--- config.mk ---
export PLATFORM = sky130hd
export DESIGN_NAME = sram_like_arbiter
export DESIGN_NICKNAME = d
export VERILOG_FILES = /design/src/rtl/sram_like_arbiter.sv
export SDC_FILE = /design/constraint.sdc
export NUM_CORES = 1
export LEC_CHECK = 0
export CAP_MARGIN = 15
export CELL_PAD_IN_SITES_DETAIL_PLACEMENT = 1
export CELL_PAD_IN_SITES_GLOBAL_PLACEMENT = 2
export CORE_UTILIZATION = 20
export DETAILED_ROUTE_END_ITERATION = 16
export PLACE_DENSITY_LB_ADDON = 0.05
export RECOVER_POWER = 100
export SLEW_MARGIN = 10
export SYNTH_ARGS = -nofsm -noshare
export SYNTH_HDL_FRONTEND = slang
export SYNTH_SLANG_ARGS = --single-unit
--- constraint.sdc ---
create_clock -name clk_i -period 3.3 [get_ports clk_i]
set_input_delay 0.99 -clock clk_i [delete_from_list [all_inputs] [get_ports clk_i]]
set_output_delay 0.99 -clock clk_i [all_outputs]
set_load 0.1 [all_outputs]
--- src/rtl/sram_like_arbiter.sv ---
// Arbiter that lets the inst and data sram-like masters share one downstream bus, one transaction at a time.
// Define ARB_RR_EN for round-robin tie-breaking; otherwise data has fixed priority over inst.
module sram_like_arbiter #(
    parameter int ADDR_W = 32,
    parameter int DATA_W = 32
) (
    input  logic              clk_i,
    input  logic              rst_i,
    input  logic              inst_req_i,
    input  logic              inst_wr_i,
    input  logic [1:0]        inst_size_i,
    input  logic [ADDR_W-1:0] inst_addr_i,
    input  logic [DATA_W-1:0] inst_wdata_i,
    output logic [DATA_W-1:0] inst_rdata_o,
    output logic              inst_addr_ok_o,
    output logic              inst_data_ok_o,
    input  logic              data_req_i,
    input  logic              data_wr_i,
    input  logic [1:0]        data_size_i,
    input  logic [ADDR_W-1:0] data_addr_i,
    input  logic [DATA_W-1:0] data_wdata_i,
    output logic [DATA_W-1:0] data_rdata_o,
    output logic              data_addr_ok_o,
    output logic              data_data_ok_o,
    output logic              m_req_o,
    output logic              m_wr_o,
    output logic [1:0]        m_size_o,
    output logic [ADDR_W-1:0] m_addr_o,
    output logic [DATA_W-1:0] m_wdata_o,
    input  logic [DATA_W-1:0] m_rdata_i,
    input  logic              m_addr_ok_i,
    input  logic              m_data_ok_i
);

    typedef enum logic [1:0] {IDLE, ADDR, DATA} state_t;

    state_t            state_q, state_d;
    logic              owner_q, owner_d;
    logic              wr_q, wr_d;
    logic [1:0]        size_q, size_d;
    logic [ADDR_W-1:0] addr_q, addr_d;
    logic [DATA_W-1:0] wdata_q, wdata_d;
    logic              winner;
    logic              done;

    assign inst_rdata_o = m_rdata_i;
    assign data_rdata_o = m_rdata_i;

`ifdef ARB_RR_EN
    logic last_owner_q, last_owner_d;

    // On a tie the master that did not win last time goes first.
    always_comb begin
        winner = data_req_i;
        if (inst_req_i && data_req_i) begin
            winner = ~last_owner_q;
        end
    end

    always_ff @(posedge clk_i) begin
        if (rst_i) begin
            last_owner_q <= 1'b0;
        end else begin
            last_owner_q <= last_owner_d;
        end
    end
`else
    always_comb begin
        winner = data_req_i;
    end
`endif

    always_ff @(posedge clk_i) begin
        if (rst_i) begin
            state_q <= IDLE;
            owner_q <= 1'b0;
            wr_q    <= 1'b0;
            size_q  <= '0;
            addr_q  <= '0;
            wdata_q <= '0;
        end else begin
            state_q <= state_d;
            owner_q <= owner_d;
            wr_q    <= wr_d;
            size_q  <= size_d;
            addr_q  <= addr_d;
            wdata_q <= wdata_d;
        end
    end

    always_comb begin
        state_d        = state_q;
        owner_d        = owner_q;
        wr_d           = wr_q;
        size_d         = size_q;
        addr_d         = addr_q;
        wdata_d        = wdata_q;
`ifdef ARB_RR_EN
        last_owner_d   = last_owner_q;
`endif
        done           = 1'b0;
        inst_addr_ok_o = 1'b0;
        data_addr_ok_o = 1'b0;
        m_req_o        = 1'b0;
        m_wr_o         = 1'b0;
        m_size_o       = '0;
        m_addr_o       = '0;
        m_wdata_o      = '0;

        case (state_q)
            IDLE: begin
                if (inst_req_i || data_req_i) begin
                    owner_d        = winner;
                    wr_d           = winner ? data_wr_i    : inst_wr_i;
                    size_d         = winner ? data_size_i  : inst_size_i;
                    addr_d         = winner ? data_addr_i  : inst_addr_i;
                    wdata_d        = winner ? data_wdata_i : inst_wdata_i;
                    inst_addr_ok_o = ~winner;
                    data_addr_ok_o = winner;
`ifdef ARB_RR_EN
                    last_owner_d   = winner;
`endif
                    state_d        = ADDR;
                end
            end
            ADDR: begin
                m_req_o   = 1'b1;
                m_wr_o    = wr_q;
                m_size_o  = size_q;
                m_addr_o  = addr_q;
                m_wdata_o = wdata_q;
                // A slave may accept and complete in the same cycle.
                if (m_addr_ok_i) begin
                    if (m_data_ok_i) begin
                        done    = 1'b1;
                        state_d = IDLE;
                    end else begin
                        state_d = DATA;
                    end
                end
            end
            DATA: begin
                if (m_data_ok_i) begin
                    done    = 1'b1;
                    state_d = IDLE;
                end
            end
            default: state_d = IDLE;
        endcase

        inst_data_ok_o = done & ~owner_q;
        data_data_ok_o = done & owner_q;

        // Reset silences every strobe immediately, even mid-transaction.
        if (rst_i) begin
            state_d        = IDLE;
            inst_addr_ok_o = 1'b0;
            data_addr_ok_o = 1'b0;
            inst_data_ok_o = 1'b0;
            data_data_ok_o = 1'b0;
            m_req_o        = 1'b0;
            m_wr_o         = 1'b0;
            m_size_o       = '0;
            m_addr_o       = '0;
            m_wdata_o      = '0;
        end
    end

endmodule

==> summary.md <==
| Metric | Value |
|---|---|
| Die area | `around 0.022 mm2` |
| First-pass GRT wire length | `20800 um` |
| Min-Delay Path Class | `flip-flop to flip-flop` |
| Worst-path clk slew | `approximately 0.060 ns` |
| Sequential area share after synthesis | `0.320` |
| Grt ovf | `0` |
| Wirelength per Cell | `15.7 um` |
| Core ar. | `~0.021 mm2` |
| Final WL | `13800 um` |
| Yosys reg bits | `70` |
| # clock sinks | `70` |
| Yosys cell types | `24` |
| Leak pwr | `2.80 nW` |
| Post-Syn Area | `0.00437 mm2` |
| Yosys warns | `0` |
| VDD IR max | `0.244 mV` |
| Pwr Density | `491 mW/mm2` |
| Non-filler cells, final | `877` |
| GRT Total Usage | `0.121` |
| Crit end category | `output pin` |
| Critical path arrival | `2.21 ns` |
| Final hold vios | `0` |
| Power after layout | `3.41 mW` |
| Slew @ Worst Pin | `1.27 ns` |
| DRT Pass-1 Iters | `3` |
| Minimum clock period after layout | `between 3 and 4 ns` |
| Most frequent cells in the layout | `137 x clkdlybuf4s50_1, 70 x dfxtp_1, 69 x nor2_1` |
| PortBufs | `211` |
| Die H | `150 um` |
| Starting density of the core | `0.206` |
| Post-route cell area | `0.00695 mm2` |
| CTS buffer count | `9` |
| Largest net degree at the start of global routing | `62` |
| Nets | `approximately 770` |
| Initial DRC Count | `54` |
| Final HPWL DP | `10400 um` |
| Final setup fails | `0` |
| Layout area overhead | `58.8%` |
| Crit Path Max Fanout | `2` |
| Min-delay src | `addr_q[6]$_SDFFE_PP0P_` |
| Gpl congestion | `~0.69` |
| # Post-CTS Setup Buffers | `0` |
| Post-route DRC violation count | `0` |
| Max-slew violation count | `0` |
| CTS root buffer | `clkbuf_16` |
| Status | `finished, final reports clean` |
| Antenna diodes | `0` |
| WHS | `0.497 ns` |
| Max-Cap Viols | `0` |
| Post-Syn Nets | `between 600 and 700` |
| Crit share post-route | `0.969` |
| Via count | `3619` |
| # IOs | `308` |
| Critical path type | `input pin to output pin` |
| Commonest non-fill, non-tap cell in the layout | `clkdlybuf4s50_1` |
| Fmax | `0.313 GHz` |
| Slew margin rel. | `0.153` |
| Final Skew | `0.00459 ns` |
| Placed standard-cell area | `between 0.007 and 0.008 mm2` |
| CP Launch Point | `m_addr_ok_i` |
| Placed cell count | `roughly 860` |
| Post-cts resize count | `0` |
| Worst setup SP type | `input pin` |
| Initial antenna violation count | `0` |
| Vias in the first global route | `3824` |
| Worst path required time | `2.31 ns` |
| # H-tree levels | `3` |
| Synth Instances | `466` |
| Via-to-Cell Ratio | `about 4.1` |
| Maximum root-to-sink buffer count | `2` |
| Detail Route Antenna Nets | `0` |
| RSZ-0062 raised after global routing | `false` |
| CTS tree | `built` |
| Hold bufs inserted after CTS | `0` |
| Layout cells sized above 1 | `0.262` |
| Chip width | `between 100 and 150 um` |
| Rows | `53` |
| Reg2Reg Launch Point | `state_q[0]$_SDFFE_PP0P_` |
| Clk Latency, worst-skew pair | `0.33 ns` |
| Mean Syn Cell Area | `about 9.4 um2` |
==> path summary, 6_finish.rpt <==
| kind | endpoint | slack, ns | depth (start not counted) |
|---|---|---|---|
| setup / recovery | data_data_ok_o | 0.10 | 4 |
| hold / removal | addr_q[6]$_SDFFE_PP0P_ | 0.50 | 2 |
| setup reg to reg | addr_q[3]$_SDFFE_PP0P_ | 0.84 | 6 |
| hold reg to reg | addr_q[6]$_SDFFE_PP0P_ | 0.50 | 2 |
==> synthesized netlist by cell type <==
master,number,area [um2]
dfxtp_1,70,1400
buf_6,6,67.6
nor4b_1,2,17.5
nand2b_1,3,18.8
a211oi_1,18,135
a211oi_2,50,626
mux2i_1,68,681
buf_2,16,80.1
nor2b_1,2,12.5
and2b_1,1,7.51
and3b_1,1,8.76
nor2_1,69,259
nor4_1,1,6.26
a21oi_1,1,5.00
ha_1,3,37.5
clkbuf_1,15,56.3
a22oi_1,1,7.51
nand2_1,2,7.51
nor4bb_1,1,10.0
o21bai_1,1,7.51
inv_1,2,7.51
o21a_1,1,7.51
and2_1,67,419
buf_4,65,488
==> flip-flops by register name, summed over array words and instances, names as in the netlist <==
signal / flops
addr_q: 32
state_q: 2
wdata_q: 32
size_q: 2
owner_q: 1
wr_q: 1
==> worst max-delay path, stage by stage <==
cell             delay [ns]
clkdlybuf4s50_1        0.49
a21oi_1                0.17
nor4b_4                0.34
buf_12                 0.21
==> where the power goes <==
part	switching [mW]	total, mW	internal, mW
Clock	0.380	1.20	0.815
Sequential	0.0614	1.04	0.981
Combinational	0.690	1.17	0.480
Total	1.13	3.41	2.28
==> area by class of cell <==
class / instances / area, um2
Fill cell: 2388 / 14300
Multi-Input combinational cell: 292 / 2270
Clock buffer: 10 / 229
Inverter: 2 / 7.51
Tap cell: 275 / 344
Clock inverter: 6 / 134
Timing Repair Buffer: 222 / 2560
Sequential cell: 70 / 1400
==> stage by stage <==
stage          setup TNS [ns]  utilization  setup WS (ns)
3_3_place_gp                0        0.334          0.140
6_report                    0        0.327          0.104
3_5_place_dp                0        0.334          0.102
4_1_cts                     0        0.351         0.0983
2_1_floorplan         -0.0740            -        -0.0421
5_1_grt                     0        0.327         0.0241
==> cell families (layout without fill, tap and decap cells) <==
kind of cell | after synthesis | after routing | synth area share
buffers and inverters | 104 | 240 | 0.160
DFF | 70 | 70 | 0.320
muxes | 68 | 68 | 0.156
adders and majority gates | 3 | 3 | 0.00858
AOI/OAI and AO/OA | 72 | 72 | 0.180
and+or+nand+nor | 149 | 149 | 0.175
==> metal layers <==
metal / up-vias / part of all wire / wire (um) / GRT usage
li1: 1792 / - / - / -
met1: 1668 / 0.41 / 5650 / 0.138
met2: 136 / 0.48 / 6540 / 0.202
met3: 23 / 0.095 / 1310 / 0.0454
met4: 0 / 0.019 / 261 / 0.0530
met5: - / 0 / 0 / 0
Note: power is estimated with default switching activity, not from simulation.
